**src/rtl/streamer_csr_responder_if.sv**
```systemverilog
// CSR request/response channel between a host (master) and
// streamer_csr_responder (slave). Requests carry a 32-bit register index,
// write data and a write flag; read responses come back on the rsp channel.
interface streamer_csr_responder_if #(
   parameter int DataWidth = 32
);
   logic [31:0]          io_csr_req_bits_addr_i;
   logic [DataWidth-1:0] io_csr_req_bits_data_i;
   logic                 io_csr_req_bits_write_i;
   logic                 io_csr_req_valid_i;
   logic                 io_csr_req_ready_o;
   logic [DataWidth-1:0] io_csr_rsp_bits_data_o;
   logic                 io_csr_rsp_valid_o;
   logic                 io_csr_rsp_ready_i;

   modport master (
      output io_csr_req_bits_addr_i,
      output io_csr_req_bits_data_i,
      output io_csr_req_bits_write_i,
      output io_csr_req_valid_i,
      input  io_csr_req_ready_o,
      input  io_csr_rsp_bits_data_o,
      input  io_csr_rsp_valid_o,
      output io_csr_rsp_ready_i
   );

   modport slave (
      input  io_csr_req_bits_addr_i,
      input  io_csr_req_bits_data_i,
      input  io_csr_req_bits_write_i,
      input  io_csr_req_valid_i,
      output io_csr_req_ready_o,
      output io_csr_rsp_bits_data_o,
      output io_csr_rsp_valid_o,
      input  io_csr_rsp_ready_i
   );
endinterface

```
**src/rtl/streamer_csr_responder.sv**
```systemverilog
// CSR responder for a streamer accelerator.
//   - NumCfgRegs read/write configuration registers at addresses 0..NumCfgRegs-1,
//     exported flat on cfg_o.
//   - Address NumCfgRegs: start/status. Writing bit0=1 pulses start_o for one
//     cycle; reading returns busy_i in bit 0.
//   - Reads answer with latency 1 through a one-entry response buffer;
//     writes produce no response.
//   - Writes to the register/start space stall while the streamer is busy.
// Optional feature, enabled by defining SNAX_CSR_PERF_CNT_EN: a read-only
// busy-cycle counter at address NumCfgRegs+1 (cleared on start, saturating).
module streamer_csr_responder #(
   parameter int NumCfgRegs = 13,
   parameter int DataWidth  = 32
) (
   input  logic                             clk_i,
   input  logic                             rst_ni,
   streamer_csr_responder_if.slave          csr,
   output logic [NumCfgRegs*DataWidth-1:0]  cfg_o,
   output logic                             start_o,
   input  logic                             busy_i
);

   localparam logic [31:0] StatusAddr = 32'(NumCfgRegs);
`ifdef SNAX_CSR_PERF_CNT_EN
   localparam logic [31:0] PerfAddr   = 32'(NumCfgRegs + 1);
`endif

   logic [DataWidth-1:0] cfg_q [NumCfgRegs];
   logic                 rsp_valid_q;
   logic [DataWidth-1:0] rsp_data_q;
   logic                 start_q;
   logic [DataWidth-1:0] rd_data;
`ifdef SNAX_CSR_PERF_CNT_EN
   logic [DataWidth-1:0] perf_cnt_q;
`endif

   logic [31:0]          req_addr;
   logic                 req_is_write;
   logic                 rsp_blocked;
   logic                 write_stall;
   logic                 wr_fire;
   logic                 rd_fire;

   assign req_addr     = csr.io_csr_req_bits_addr_i;
   assign req_is_write = csr.io_csr_req_bits_write_i;

   // A pending response that is not being drained this cycle fills the
   // single buffer entry; there is no bypass path.
   assign rsp_blocked  = rsp_valid_q && !csr.io_csr_rsp_ready_i;
   // Config and start writes must not disturb a running streamer.
   assign write_stall  = req_is_write && (req_addr <= StatusAddr) && busy_i;

   assign csr.io_csr_req_ready_o = !rsp_blocked && !write_stall;
   assign wr_fire = csr.io_csr_req_valid_i && csr.io_csr_req_ready_o && req_is_write;
   assign rd_fire = csr.io_csr_req_valid_i && csr.io_csr_req_ready_o && !req_is_write;

   // Read data selection for the address being requested this cycle.
   always_comb begin
      // NOTE: rd_data gets a default before any branch so no latch is inferred.
      rd_data = '0;
      for (int k = 0; k < NumCfgRegs; k++) begin
         if (req_addr == 32'(k)) rd_data = cfg_q[k];
      end
      if (req_addr == StatusAddr) rd_data[0] = busy_i;
`ifdef SNAX_CSR_PERF_CNT_EN
      if (req_addr == PerfAddr) rd_data = perf_cnt_q;
`endif
   end

   // Configuration registers: change only on an accepted in-range write.
   always_ff @(posedge clk_i or negedge rst_ni) begin
      if (!rst_ni) begin
         // NOTE: the register file is built from flops, not a RAM macro, so it
         // is cleared by the async reset like any other state.
         for (int k = 0; k < NumCfgRegs; k++) cfg_q[k] <= '0;
      end else begin
         for (int k = 0; k < NumCfgRegs; k++) begin
            if (wr_fire && req_addr == 32'(k)) cfg_q[k] <= csr.io_csr_req_bits_data_i;
         end
      end
   end

   for (genvar k = 0; k < NumCfgRegs; k++) begin : g_cfg_out
      assign cfg_o[k*DataWidth +: DataWidth] = cfg_q[k];
   end

   // One-entry response buffer: load on read accept, drain on handshake.
   always_ff @(posedge clk_i or negedge rst_ni) begin
      if (!rst_ni) begin
         // NOTE: sequential state uses <= so every flop samples pre-edge values.
         rsp_valid_q <= 1'b0;
         rsp_data_q  <= '0;
      end else if (rd_fire) begin
         rsp_valid_q <= 1'b1;
         rsp_data_q  <= rd_data;
      end else if (csr.io_csr_rsp_ready_i) begin
         rsp_valid_q <= 1'b0;
      end
   end

   assign csr.io_csr_rsp_valid_o     = rsp_valid_q;
   assign csr.io_csr_rsp_bits_data_o = rsp_data_q;

   // Start pulse: one cycle after a write of bit0=1 to the status address.
   always_ff @(posedge clk_i or negedge rst_ni) begin
      if (!rst_ni) start_q <= 1'b0;
      else         start_q <= wr_fire && (req_addr == StatusAddr) &&
                              csr.io_csr_req_bits_data_i[0];
   end

   assign start_o = start_q;

`ifdef SNAX_CSR_PERF_CNT_EN
   // Busy-cycle counter: cleared by the launch pulse, saturates at all-ones.
   always_ff @(posedge clk_i or negedge rst_ni) begin
      if (!rst_ni)                          perf_cnt_q <= '0;
      else if (start_q)                     perf_cnt_q <= '0;
      else if (busy_i && perf_cnt_q != '1)  perf_cnt_q <= perf_cnt_q + DataWidth'(1);
   end
`endif

endmodule
```
**src/flat_wrapper.sv**
```systemverilog
// flat-port wrapper written by rule: the top's interface ports become plain ports
module streamer_csr_responder_flat 
#(
   parameter int NumCfgRegs = 13,
   parameter int DataWidth  = 32
)
  (clk_i, rst_ni, cfg_o, start_o, busy_i, csr_io_csr_req_bits_addr_i, csr_io_csr_req_bits_data_i, csr_io_csr_req_bits_write_i, csr_io_csr_req_valid_i, csr_io_csr_req_ready_o, csr_io_csr_rsp_bits_data_o, csr_io_csr_rsp_valid_o, csr_io_csr_rsp_ready_i);
  streamer_csr_responder_if #(.DataWidth(DataWidth)) csr_i ();
  input  logic clk_i;
  input  logic rst_ni;
  output logic [NumCfgRegs*DataWidth-1:0] cfg_o;
  output logic start_o;
  input  logic busy_i;
  input wire logic [$bits(csr_i.io_csr_req_bits_addr_i)-1:0] csr_io_csr_req_bits_addr_i;
  input wire logic [$bits(csr_i.io_csr_req_bits_data_i)-1:0] csr_io_csr_req_bits_data_i;
  input wire logic [$bits(csr_i.io_csr_req_bits_write_i)-1:0] csr_io_csr_req_bits_write_i;
  input wire logic [$bits(csr_i.io_csr_req_valid_i)-1:0] csr_io_csr_req_valid_i;
  output wire logic [$bits(csr_i.io_csr_req_ready_o)-1:0] csr_io_csr_req_ready_o;
  output wire logic [$bits(csr_i.io_csr_rsp_bits_data_o)-1:0] csr_io_csr_rsp_bits_data_o;
  output wire logic [$bits(csr_i.io_csr_rsp_valid_o)-1:0] csr_io_csr_rsp_valid_o;
  input wire logic [$bits(csr_i.io_csr_rsp_ready_i)-1:0] csr_io_csr_rsp_ready_i;
  assign csr_i.io_csr_req_bits_addr_i = csr_io_csr_req_bits_addr_i;
  assign csr_i.io_csr_req_bits_data_i = csr_io_csr_req_bits_data_i;
  assign csr_i.io_csr_req_bits_write_i = csr_io_csr_req_bits_write_i;
  assign csr_i.io_csr_req_valid_i = csr_io_csr_req_valid_i;
  assign csr_io_csr_req_ready_o = csr_i.io_csr_req_ready_o;
  assign csr_io_csr_rsp_bits_data_o = csr_i.io_csr_rsp_bits_data_o;
  assign csr_io_csr_rsp_valid_o = csr_i.io_csr_rsp_valid_o;
  assign csr_i.io_csr_rsp_ready_i = csr_io_csr_rsp_ready_i;
  streamer_csr_responder #(.NumCfgRegs(NumCfgRegs), .DataWidth(DataWidth)) u_core (.clk_i(clk_i), .rst_ni(rst_ni), .csr(csr_i), .cfg_o(cfg_o), .start_o(start_o), .busy_i(busy_i));
endmodule
```
**config.mk**
```make
export PLATFORM = sky130hd
export DESIGN_NAME = streamer_csr_responder_flat
export DESIGN_NICKNAME = d
export VERILOG_FILES = /design/src/rtl/streamer_csr_responder_if.sv /design/src/rtl/streamer_csr_responder.sv /design/src/flat_wrapper.sv
export SDC_FILE = /design/constraint.sdc
export NUM_CORES = 1
export LEC_CHECK = 0
export BUFFER_PORTS_ARGS = -buffer_cell sky130_fd_sc_hd__buf_2
export CAP_MARGIN = 20
export CORE_MARGIN = 4
export CORE_UTILIZATION = 25
export DETAILED_ROUTE_END_ITERATION = 12
export HOLD_SLACK_MARGIN = 0.03
export MAX_ROUTING_LAYER = met4
export SETUP_SLACK_MARGIN = 0.02
export SYNTH_ARGS = -nofsm -noshare
export SYNTH_HDL_FRONTEND = slang
export SYNTH_SLANG_ARGS = --single-unit
```
**constraint.sdc**
```tcl
create_clock -name clk_i -period 2.77 [get_ports clk_i]
set_input_delay 0.6925 -clock clk_i [delete_from_list [all_inputs] [get_ports clk_i]]
set_output_delay 0.6925 -clock clk_i [all_outputs]
set_load 0.01 [all_outputs]
```
Word-level counts from Yosys, hierarchy flattened:

Cells that the tools add are included.

* logic and storage cells: 74
* latch bits: 0
* memories: 0
* bits of input ports: 70
* memory bits (read-only): 0
* output and inout bits: 451
* register bits after elaboration: 450
* bits in writable memories: 0

* muxes and demuxes: 16
* reduce and logical (&&, ||, !) cells: 28
* bitwise logic cells: 0
* order comparisons: 1
* eq/ne operators: 13
* add/sub/neg operators: 0
* $mul: 0
* shift operators: 0
* divide/modulo/power cells: 0

Operators with widths (count)
* 32-bit two-way mux: 13
* 32-bit by 4-bit == test with 1-bit output, second input constant: 6
* 32-bit by 3-bit == test with 1-bit output, second input constant: 4
* 32-bit by 2-bit == test with 1-bit output, second input constant: 2
* 32-bit by 1-bit == test with 1-bit output, second input constant: 1
* 32-bit by 4-bit <= comparator with 1-bit output, second input constant: 1
* 32-bit zero test: 1
* 1-bit logical AND: 22
* 1-bit zero test: 4
* 1-bit two-way mux: 3
* 2-bit nonzero test: 1

Depth between registers and ports, before layout:

Gate-level depths: netlist (run 1).

* depth in word-level cells: 15
* gate-level depth with buffers: 11
* mapped depth without buffers: 7

Worst setup path after synthesis (run 1):

Ideal clock, no wire load.

* path type: input port to flip-flop
* from: input csr_io_csr_req_bits_addr_i[5]
* to: register u_core.cfg_q (netlist bit u_core.cfg_o[65])
* buffers on the path: 2
* stages on the path: 8
* data arrival time: 2.593 ns
* setup slack: 0.052 ns
* library setup time: 0.125 ns
* data required time: 2.645 ns
* cells stage by stage: nor4_2 nand3_2 nor2_1 a31oi_1 clkbuf_1 nand3_1 buf_2 mux2_2

* word-level cells in the longest chain between the ends: 8
* elaborated cells on any way between the ends: 9
* classes of those cells: 1 x order compare; 1 x eq/ne; 7 x reduce/logical

Ends and longest elaborated chain
* start, declared: RTL line flat_wrapper.sv:14 `input wire logic [$bits(csr_i.io_csr_req_bits_addr_i)-1:0] csr_io_csr_req_bits_addr_i;`
* 32-bit by 4-bit <= comparator with 1-bit output: RTL line streamer_csr_responder.sv:51 `assign write_stall = req_is_write && (req_addr <= StatusAddr) && busy_i;`
* 1-bit logical AND (2 in series): RTL line streamer_csr_responder.sv:51
* 1-bit zero test: RTL line streamer_csr_responder.sv:53 `assign csr.io_csr_req_ready_o = !rsp_blocked && !write_stall;`
* 1-bit logical AND: RTL line streamer_csr_responder.sv:53
* 1-bit logical AND (2 in series): RTL line streamer_csr_responder.sv:54 `assign wr_fire = csr.io_csr_req_valid_i && csr.io_csr_req_ready_o && req_is_write;`
* 1-bit logical AND (*): RTL line streamer_csr_responder.sv:78 `if (wr_fire && req_addr == 32'(k)) cfg_q[k] <= csr.io_csr_req_bits_data_i;`
* end signal, assigned by index: RTL line streamer_csr_responder.sv:78
* end, declared: RTL line streamer_csr_responder.sv:28 `logic [DataWidth-1:0] cfg_q [NumCfgRegs];`

Mark *: on every way between the ends. The rest lies on a longest branch, timed or not.
A chain may end at the register's enable or synchronous reset.

Worst setup path after layout (run 1):

* from: input csr_io_csr_req_bits_addr_i[16]
* to: output csr_io_csr_req_ready_o

* word-level cells in the longest chain between the ends: 5

Ends and longest elaborated chain
* 32-bit by 4-bit <= comparator with 1-bit output: RTL line streamer_csr_responder.sv:51
* 1-bit logical AND (2 in series): RTL line streamer_csr_responder.sv:51
* 1-bit zero test: RTL line streamer_csr_responder.sv:53
* 1-bit logical AND: RTL line streamer_csr_responder.sv:53
* end, declared: RTL line flat_wrapper.sv:18 `output wire logic [$bits(csr_i.io_csr_req_ready_o)-1:0] csr_io_csr_req_ready_o;`

Every way passes these cells.

==> results.md, run 1 <==
| Parameter | Value |
| --- | --- |
| Result of the run | finished clean |
| CP Class | in -> out |
| Mean instance size in the synthesized netlist | 13.0 µm² |
| Met1 routing resource usage after global routing | 28.1% |
| Maximum fanout encountered on the critical timing path | 4 |
| Average routed wire per standard cell | 29.8 µm |
| Die extent in x | 294 µm |
| Syn Inst Count | 1,578 |
| Summed instance area of the synthesized netlist | 0.0205 mm² |
| Max-cap viol count | 0 |
| Worst vdd rail ir drop | 0.397 mV |
| GR Layer Usage met3 | 6.14% |
| Global-route wire length before repair | 138,000 µm |
| Layer with the highest usage | met2 |
| Final core utilization | 34.8% |
| TritonCTS Buffers | 52 |
| Number of hold buffers added after CTS | 0 |
| Total die area | 0.0865 mm² |
| Unrepaired setup endpoints after global routing | yes |
| Overall global routing resource usage | 22.8% |
| Final count of pins violating max slew | 0 |
| Library cells used by synthesis | 61 |
| Total number of nets in the final design | 2,296 |
| Overall Power | 14.4 mW |
| Clock root buffer | sky130_fd_sc_hd__clkbuf_16 |
| Number of synthesized flops with an enable pin | 0 |
| Worst hold slack | 0.0458 ns |
| CTS clk-pin slew, worst paths | 0.05 ns |
| Number of setup violations in the final report | 0 |
| Total length of routed wires | 99,100 µm |
| Met2 layer usage reported by global route | 36.4% |
| Detailed-routing iteration count for the pre-antenna-repair pass | 7 |
| RD Place Congestion | 0.926 |
| PortBufs | 520 |
| Type of element launching the critical path | input port |
| Crit path launch | csr_io_csr_req_bits_addr_i[16] |
| Final std cell area, no fill | 0.0281 mm² |
| Buffer depth of the longest clock path | 3 |
| ANT nets after route | 0 |
| Count of fill cells added during filler insertion | 8,036 |
| Core region area | 0.0808 mm² |
| Drt via density | 5.22 |
| Pin count of the biggest net entering global routing | 70 |
| Congestion Overflow GR | 0 |
| Share of cells above drive strength 1 | 56.1% |
| Crit path buf inv count | 4 |
| Cell breakdown of the critical path | buf_2 -> nor4_4 -> buf_4 -> nand3_2 -> nor2_4 -> buf_6 -> a41oi_2 -> buf_2 |
| Most common cell on crit path | sky130_fd_sc_hd__buf_2 |
| Count of warnings emitted by yosys | 0 |
| Residual DRC count | 0 |
| Detailed Place HPWL | 75,900 µm |
| Worst slew slack as a fraction of its limit | 47.9% |
| Via count of the first global-routing pass | 17,900 |
| Yosys top cell area share | 55.0% |
| FF-to-FF Start | u_core.csr.io_csr_rsp_valid_o |
| Leakage power | 14.9 nW |
| CTS tree | done |
| H-tree levels | 2 |
| Highest cell delay on the worst timing path | 0.36 ns |
| Initial drt markers | 1,484 |
| Ys flop type | sky130_fd_sc_hd__dfrtp_1 |
| Fraction of the cycle the final worst path needs | 98.6% |
| Effective utilization at floorplan | 25.3% |
| Instance area after placement | 0.0263 mm² |
| Sequential share of the synthesized area | 55.0% |
| F_max | 0.366 GHz |
| Worst slew pin tran | 0.771 ns |
| Dominant cells by area after synthesis | sky130_fd_sc_hd__dfrtp_1 (55%), sky130_fd_sc_hd__mux2_2 (21%), sky130_fd_sc_hd__mux4_2 (2.2%), sky130_fd_sc_hd__o21ai_0 (2.0%), sky130_fd_sc_hd__mux2_1 (1.9%) |
| Type of element capturing the critical path | output pin |
| Antenna violations before repair | 4 |
| Via count of the routed design | 17,400 |
| Later-pin clock latency in the skew report | 0.59 ns |
| Power density of the placed cells | 513 mW/mm² |
| Vert. Die Dim | 294 µm |
| Top cell type by total area after synthesis | sky130_fd_sc_hd__dfrtp_1 |
| Standard cell with the maximum stage delay on the critical path | sky130_fd_sc_hd__nor4_4 |
| Area growth syn-to-layout | 37.2% |
| Count of pins on the block boundary | 521 |
| FP Rows | 104 |
| WP data required | 2.08 ns |
| Worst setup skew after layout | 0.0212 ns |
| Sink count of the clock tree | 450 |
| Crit path time final | 2.73 ns |
| Data arrival time at the worst-slack endpoint | 2.04 ns |
| Synthesized net count | 1,648 |
| Cell type group with the largest total delay on the critical path | buffers and inverters |
| Final hold violation count | 0 |
| Flops & latches, synth | 450 |
| Worst min-delay path category | in -> async |
| Synth async-reset ratio | 100% |
-- layer usage --
metal,vias to the layer above,part of all wire [%]
met1,9063,39
li1,7196,-
met3,174,9.6
met4,0,3.5
met2,952,47
met5,-,0
-- power breakdown --
part | switching (mW) | internal [mW]
clock | 2.84 | 4.00
sequential | 0.0464 | 6.64
combinational | 0.617 | 0.277
total | 3.50 | 10.9
-- final timing paths --
kind	cells after the start	endpoint	slack [ns]
worst max-delay path	8	csr_io_csr_req_ready_o	0.04
worst min-delay path	1	u_core.cfg_o[278]	0.05
worst max register to register	9	u_core.csr.io_csr_rsp_bits_data_o[1]	0.39
worst min register to register	2	u_core.csr.io_csr_rsp_bits_data_o[31]	0.50
max in group asynchronous	2	u_core.cfg_o[284]	1.80
min in group clk_i	3	u_core.csr.io_csr_rsp_valid_o	0.45
-- synthesized netlist by cell type (14+ instances only) --
| cell type | instances |
|---|---|
| sky130_fd_sc_hd__a21oi_1 | 64 |
| sky130_fd_sc_hd__a221o_1 | 14 |
| sky130_fd_sc_hd__a221oi_1 | 16 |
| sky130_fd_sc_hd__a222oi_1 | 14 |
| sky130_fd_sc_hd__a22o_1 | 22 |
| sky130_fd_sc_hd__buf_2 | 56 |
| sky130_fd_sc_hd__clkbuf_1 | 77 |
| sky130_fd_sc_hd__dfrtp_1 | 450 |
| sky130_fd_sc_hd__inv_1 | 23 |
| sky130_fd_sc_hd__mux2_1 | 34 |
| sky130_fd_sc_hd__mux2_2 | 383 |
| sky130_fd_sc_hd__mux4_2 | 20 |
| sky130_fd_sc_hd__nand2_1 | 60 |
| sky130_fd_sc_hd__nand3_1 | 26 |
| sky130_fd_sc_hd__nor2_1 | 39 |
| sky130_fd_sc_hd__o21ai_0 | 82 |
| sky130_fd_sc_hd__o221ai_1 | 16 |
| sky130_fd_sc_hd__or3_1 | 15 |
-- metrics by stage --
step / worst slack [ns] / setup TNS (ns) / std cells
after floorplan: 0.0525 / 0 / 1578
after global placement: -0.572 / -139.30 / 3233
after detailed placement: -0.623 / -136.23 / 3233
after CTS: 0.0298 / 0 / 3327
after global routing: 0.0168 / 0 / 3329
final: 0.0393 / 0 / 3329
-- flip-flops by register name, summed over array words and instances, names as in the netlist --
register and flops:
u_core.start_o 1, u_core.cfg_o 416, u_core.csr.io_csr_rsp_bits_data_o 32, u_core.csr.io_csr_rsp_valid_o 1
-- timing repair --
| action | 4_1_cts | 5_1_grt |
|---|---|---|
| buffers inserted | 0 | 0 |
| endpoints found under the setup margin | 5 | 18 |
| endpoints found under the hold margin | 0 | 0 |
| pin swaps | 3 | 2 |
| gates resized for setup | 9 | 8 |
-- cell families (layout without fill, tap and decap cells) --
logic type             Yosys count  after routing  synth area share, %
buffers and inverters          163            852                 3.37
AO/OA/AOI/OAI                  314            314                 10.5
multiplexers                   448            448                 25.7
AND/OR/NAND/NOR                203            203                 5.45
flip-flops                     450            450                 55.0
other                            0              2                    0
-- final cells by class --
| class | count | area, µm² | area share (%) |
|---|---|---|---|
| repair buffers | 734 | 4940 | 17.6 |
| diodes | 2 | 5.00 | 0.0178 |
| flip-flops and latches | 450 | 11300 | 40.1 |
| clock buffers | 76 | 1520 | 5.42 |
| clock inverters | 19 | 169 | 0.601 |
| inverters | 23 | 86.3 | 0.307 |
| multi-input cells | 965 | 8770 | 31.2 |
| well taps | 1060 | 1330 | 4.72 |
-- cells in the final DEF (no fill, tap or decap), types with 5 or more instances in the layout --
cell type	synthesis	final
sky130_fd_sc_hd__buf_2	56	517
sky130_fd_sc_hd__dfrtp_1	450	450
sky130_fd_sc_hd__mux2_2	383	383
sky130_fd_sc_hd__buf_4	2	157
sky130_fd_sc_hd__o21ai_0	82	82
sky130_fd_sc_hd__a21oi_1	64	64
sky130_fd_sc_hd__buf_12	0	57
sky130_fd_sc_hd__clkbuf_16	0	53
sky130_fd_sc_hd__nand2_1	60	51
sky130_fd_sc_hd__mux2_1	34	34
sky130_fd_sc_hd__nor2_1	39	33
sky130_fd_sc_hd__nand3_1	26	24
sky130_fd_sc_hd__inv_1	23	23
sky130_fd_sc_hd__a22o_1	22	22
sky130_fd_sc_hd__mux4_2	20	20
sky130_fd_sc_hd__o221ai_1	16	16
sky130_fd_sc_hd__a221oi_1	16	16
sky130_fd_sc_hd__or3_1	15	15
sky130_fd_sc_hd__a222oi_1	14	14
sky130_fd_sc_hd__a221o_1	14	14
sky130_fd_sc_hd__clkbuf_1	77	12
sky130_fd_sc_hd__nor4_4	5	11
sky130_fd_sc_hd__a21o_1	11	11
sky130_fd_sc_hd__mux2i_1	11	11
sky130_fd_sc_hd__clkbuf_8	0	11
sky130_fd_sc_hd__clkinv_2	0	10
sky130_fd_sc_hd__a22oi_1	9	9
sky130_fd_sc_hd__a2111oi_0	10	9
sky130_fd_sc_hd__o21ai_1	9	8
sky130_fd_sc_hd__nand4_1	6	6
sky130_fd_sc_hd__nor2_2	1	6
sky130_fd_sc_hd__nand2_4	0	6
sky130_fd_sc_hd__and3_1	6	5
sky130_fd_sc_hd__o211ai_1	5	5
sky130_fd_sc_hd__a32oi_1	5	5
sky130_fd_sc_hd__o2bb2ai_1	5	5
Note: power is estimated with default switching activity, not from simulation.
==> run 2, diff against run 1 <==
--- a/config.mk
+++ b/config.mk
@@ -5,7 +5,7 @@
 export SDC_FILE = /design/constraint.sdc
 export NUM_CORES = 1
 export LEC_CHECK = 0
-export BUFFER_PORTS_ARGS = -buffer_cell sky130_fd_sc_hd__buf_2
+export BUFFER_PORTS_ARGS = -buffer_cell sky130_fd_sc_hd__clkbuf_2
 export CAP_MARGIN = 20
 export CORE_MARGIN = 4
 export CORE_UTILIZATION = 25
==> results.md, run 2 (same netlist as run 1, synthesis figures left out) <==
| Parameter | Value | Change |
| --- | --- | --- |
| Type of element capturing the critical path | output pin | unchanged |
| ANT nets after route | 0 | unchanged |
| Count of fill cells added during filler insertion | 7,986 | was 8,036 |
| TritonCTS Buffers | 51 | was 52 |
| Residual DRC count | 0 | unchanged |
| Vert. Die Dim | 294 µm | unchanged |
| Sink of the worst hold path | u_core.csr.io_csr_rsp_bits_data_o[0] |  |
| H-tree levels | 2 | unchanged |
| Depth of the most critical reg-to-reg path | 8 | was 9 |
| Final count of pins violating max slew | 0 | unchanged |
| Violations in the final reports | setup timing |  |
| Buffer depth of the longest clock path | 3 | unchanged |
| Final worst setup slack | -0.115 ns | was 0.0393 ns |
| Detailed-routing iteration count for the pre-antenna-repair pass | 6 | was 7 |
| Effective utilization at floorplan | 25.3% | unchanged |
| Via count of the routed design | 17,500 | was 17,400 |
| Power density of the placed cells | 502 mW/mm² | was 513 mW/mm² |
| Congestion Overflow GR | 0 | unchanged |
| Hold_sp | u_core.csr.io_csr_rsp_bits_data_o[0] |  |
| Clock root buffer | sky130_fd_sc_hd__clkbuf_16 | unchanged |
| Worst slew slack as a fraction of its limit | 38.8% | was 47.9% |
| Total die area | 0.0865 mm² | unchanged |
| Share of cells above drive strength 1 | 56.7% | was 56.1% |
| Data arrival time at the worst-slack endpoint | 2.19 ns | was 2.04 ns |
| Sink count of the clock tree | 450 | unchanged |
| CTS tree | done | unchanged |
| Area growth syn-to-layout | 38.6% | was 37.2% |
| Maximum fanout encountered on the critical timing path | 3 | was 4 |
| FP Rows | 104 | unchanged |
| Worst min-delay path category | reg -> reg | was in -> async |
| Final hold violation count | 0 | unchanged |
| Number of flip-flops in the largest register | 416 | unchanged |
| Final core utilization | 35.1% | was 34.8% |
| Global-route wire length before repair | 140,000 µm | was 138,000 µm |
| Later-pin clock latency in the skew report | 0.59 ns | about the same |
| RD Place Congestion | 0.925 | was 0.926 |
| Overall Power | 14.2 mW | was 14.4 mW |
| Via count of the first global-routing pass | 18,200 | was 17,900 |
| Drt via density | 5.22 | about the same |
| Number of setup violations in the final report | 1 | was 0 |
| Antenna violations before repair | 4 | unchanged |
| Minimum setup slack among reg-to-reg paths | 0.49 ns | was 0.39 ns |
| Type of element launching the critical path | input port | unchanged |
| Pin count of the biggest net entering global routing | 98 | was 70 |
| Worst hold slack | 0.502 ns | was 0.0458 ns |
| CTS clk-pin slew, worst paths | 0.06 ns | was 0.05 ns |
| Initial drt markers | 1,456 | was 1,484 |
| Depth of the worst hold-timing path | 2 |  |
| Total number of nets in the final design | 2,329 | was 2,296 |
| Die extent in x | 294 µm | unchanged |
| CP Class | in -> out | unchanged |
| Max-cap viol count | 0 | unchanged |
| Unrepaired setup endpoints after global routing | yes | unchanged |
| Total length of routed wires | 99,700 µm | was 99,100 µm |
| Average routed wire per standard cell | 29.7 µm | was 29.8 µm |
| Count of pins on the block boundary | 521 | unchanged |
| Overall global routing resource usage | 23.0% | was 22.8% |
| Worst slew pin tran | 0.916 ns | was 0.771 ns |
| FF-to-FF Start | u_core.csr.io_csr_rsp_valid_o | unchanged |
| Crit path time final | 2.88 ns | was 2.73 ns |
| Core region area | 0.0808 mm² | unchanged |
| Worst setup skew after layout | 0.0229 ns | was 0.0212 ns |
| Worst vdd rail ir drop | 0.433 mV | was 0.397 mV |
| Leakage power | 14.7 nW | was 14.9 nW |
| Worst setup timing slack at the placement stage | -0.843 ns | was -0.623 ns |
| Most common cell after layout, fill and taps aside | sky130_fd_sc_hd__clkbuf_2 | was sky130_fd_sc_hd__buf_2 |
| PortBufs | 520 | unchanged |
| Most used cells in the layout excluding fill and tap cells | sky130_fd_sc_hd__clkbuf_2 (514), sky130_fd_sc_hd__dfrtp_1 (450), sky130_fd_sc_hd__mux2_2 (383) | was sky130_fd_sc_hd__buf_2 (517), sky130_fd_sc_hd__dfrtp_1 (450), sky130_fd_sc_hd__mux2_2 (383) |
| F_max | 0.347 GHz | was 0.366 GHz |
| Fraction of the cycle the final worst path needs | 104% | was 98.6% |
| Result of the run | complete, but fails checks | was finished clean |
| Capture instance of the worst register-to-register path | u_core.csr.io_csr_rsp_bits_data_o[1] | unchanged |
| Detailed Place HPWL | 76,900 µm | was 75,900 µm |
| WP data required | 2.08 ns | about the same |
[run 2: cell count changes in the layout (fill, tap and decap cells not counted), moves of 2 or more]
| cell | change |
|---|---|
| sky130_fd_sc_hd__o311ai_2 | +2 |
| sky130_fd_sc_hd__nor2_2 | -3 |
| sky130_fd_sc_hd__a2111oi_1 | +2 |
| sky130_fd_sc_hd__buf_6 | +2 |
| sky130_fd_sc_hd__clkbuf_2 | +514 |
| sky130_fd_sc_hd__inv_6 | -3 |
| sky130_fd_sc_hd__nor2_1 | +3 |
| sky130_fd_sc_hd__a2111oi_0 | -3 |
| sky130_fd_sc_hd__buf_4 | +32 |
| sky130_fd_sc_hd__o311ai_0 | -2 |
| sky130_fd_sc_hd__buf_2 | -517 |
[run 2: critical path: stages]
cell                       delay, ns
sky130_fd_sc_hd__clkbuf_2       0.09
sky130_fd_sc_hd__nor4_2         0.29
sky130_fd_sc_hd__nand4_1        0.32
sky130_fd_sc_hd__buf_12         0.25
sky130_fd_sc_hd__nor2_4         0.11
sky130_fd_sc_hd__buf_6          0.13
sky130_fd_sc_hd__a41oi_4        0.15
sky130_fd_sc_hd__buf_6          0.16
[run 2: final cells by class]
| type | count | area (µm²) | share of cell area [%] |
|---|---|---|---|
| tap | 1060 | 1330 | 4.68 |
| clock buffer | 75 | 1490 | 5.25 |
| clock inverter | 17 | 138 | 0.485 |
| sequential | 450 | 11300 | 39.7 |
| timing repair buffer | 768 | 5240 | 18.5 |
| inverter | 23 | 86.3 | 0.304 |
| antenna | 1 | 2.50 | 0.00882 |
| multi-input combinational | 965 | 8820 | 31.1 |
[run 2: worst max path at each step]
stage	start	to	slack, ns	cells past startpoint
floorplan	csr_io_csr_req_bits_addr_i[5]	u_core.cfg_o[65]	0.05	8
global placement	csr_io_csr_req_bits_addr_i[26]	u_core.csr.io_csr_rsp_bits_data_o[0]	-0.87	10
detailed placement	csr_io_csr_req_bits_addr_i[23]	u_core.csr.io_csr_rsp_bits_data_o[31]	-0.84	11
CTS	csr_io_csr_req_bits_addr_i[28]	csr_io_csr_req_ready_o	-0.12	9
global route	csr_io_csr_req_bits_addr_i[23]	csr_io_csr_req_ready_o	-0.13	8
finish	csr_io_csr_req_bits_addr_i[10]	csr_io_csr_req_ready_o	-0.11	8
[run 2: per-layer routing]
metal	part of all wire, %	GRT usage (%)	up-vias
li1	-	-	7272
met5	0	-	-
met4	3.5	7.33	0
met3	9.3	5.74	165
met1	40	28.7	9106
met2	48	36.9	976
[run 2: power breakdown]
group	switching, mW	internal (mW)	leakage [nW]	total (mW)
Combinational	0.623	0.282	7.68	0.905
Sequential	0.0454	6.64	6.24	6.68
Clock	2.83	3.81	0.801	6.64
[run 2: through the flow]
step	cell area (µm²)	setup TNS [ns]	std cells
after global routing	28400	-0.134	3359
after floorplan	20500	0	1578
after CTS	28300	-0.116	3356
final	28400	-0.115	3359
after detailed placement	26500	-206.83	3258
after global placement	26500	-196.50	3258
[run 2: repair_timing]
item / 4_1_cts / 5_1_grt
gates resized for setup: 19 / 16
hold buffers: 1 / 0
pin swaps: 6 / 11
setup buffers: 5 / 3
setup endpoints to repair: 27 / 55
endpoints found under the hold margin: 24 / 0
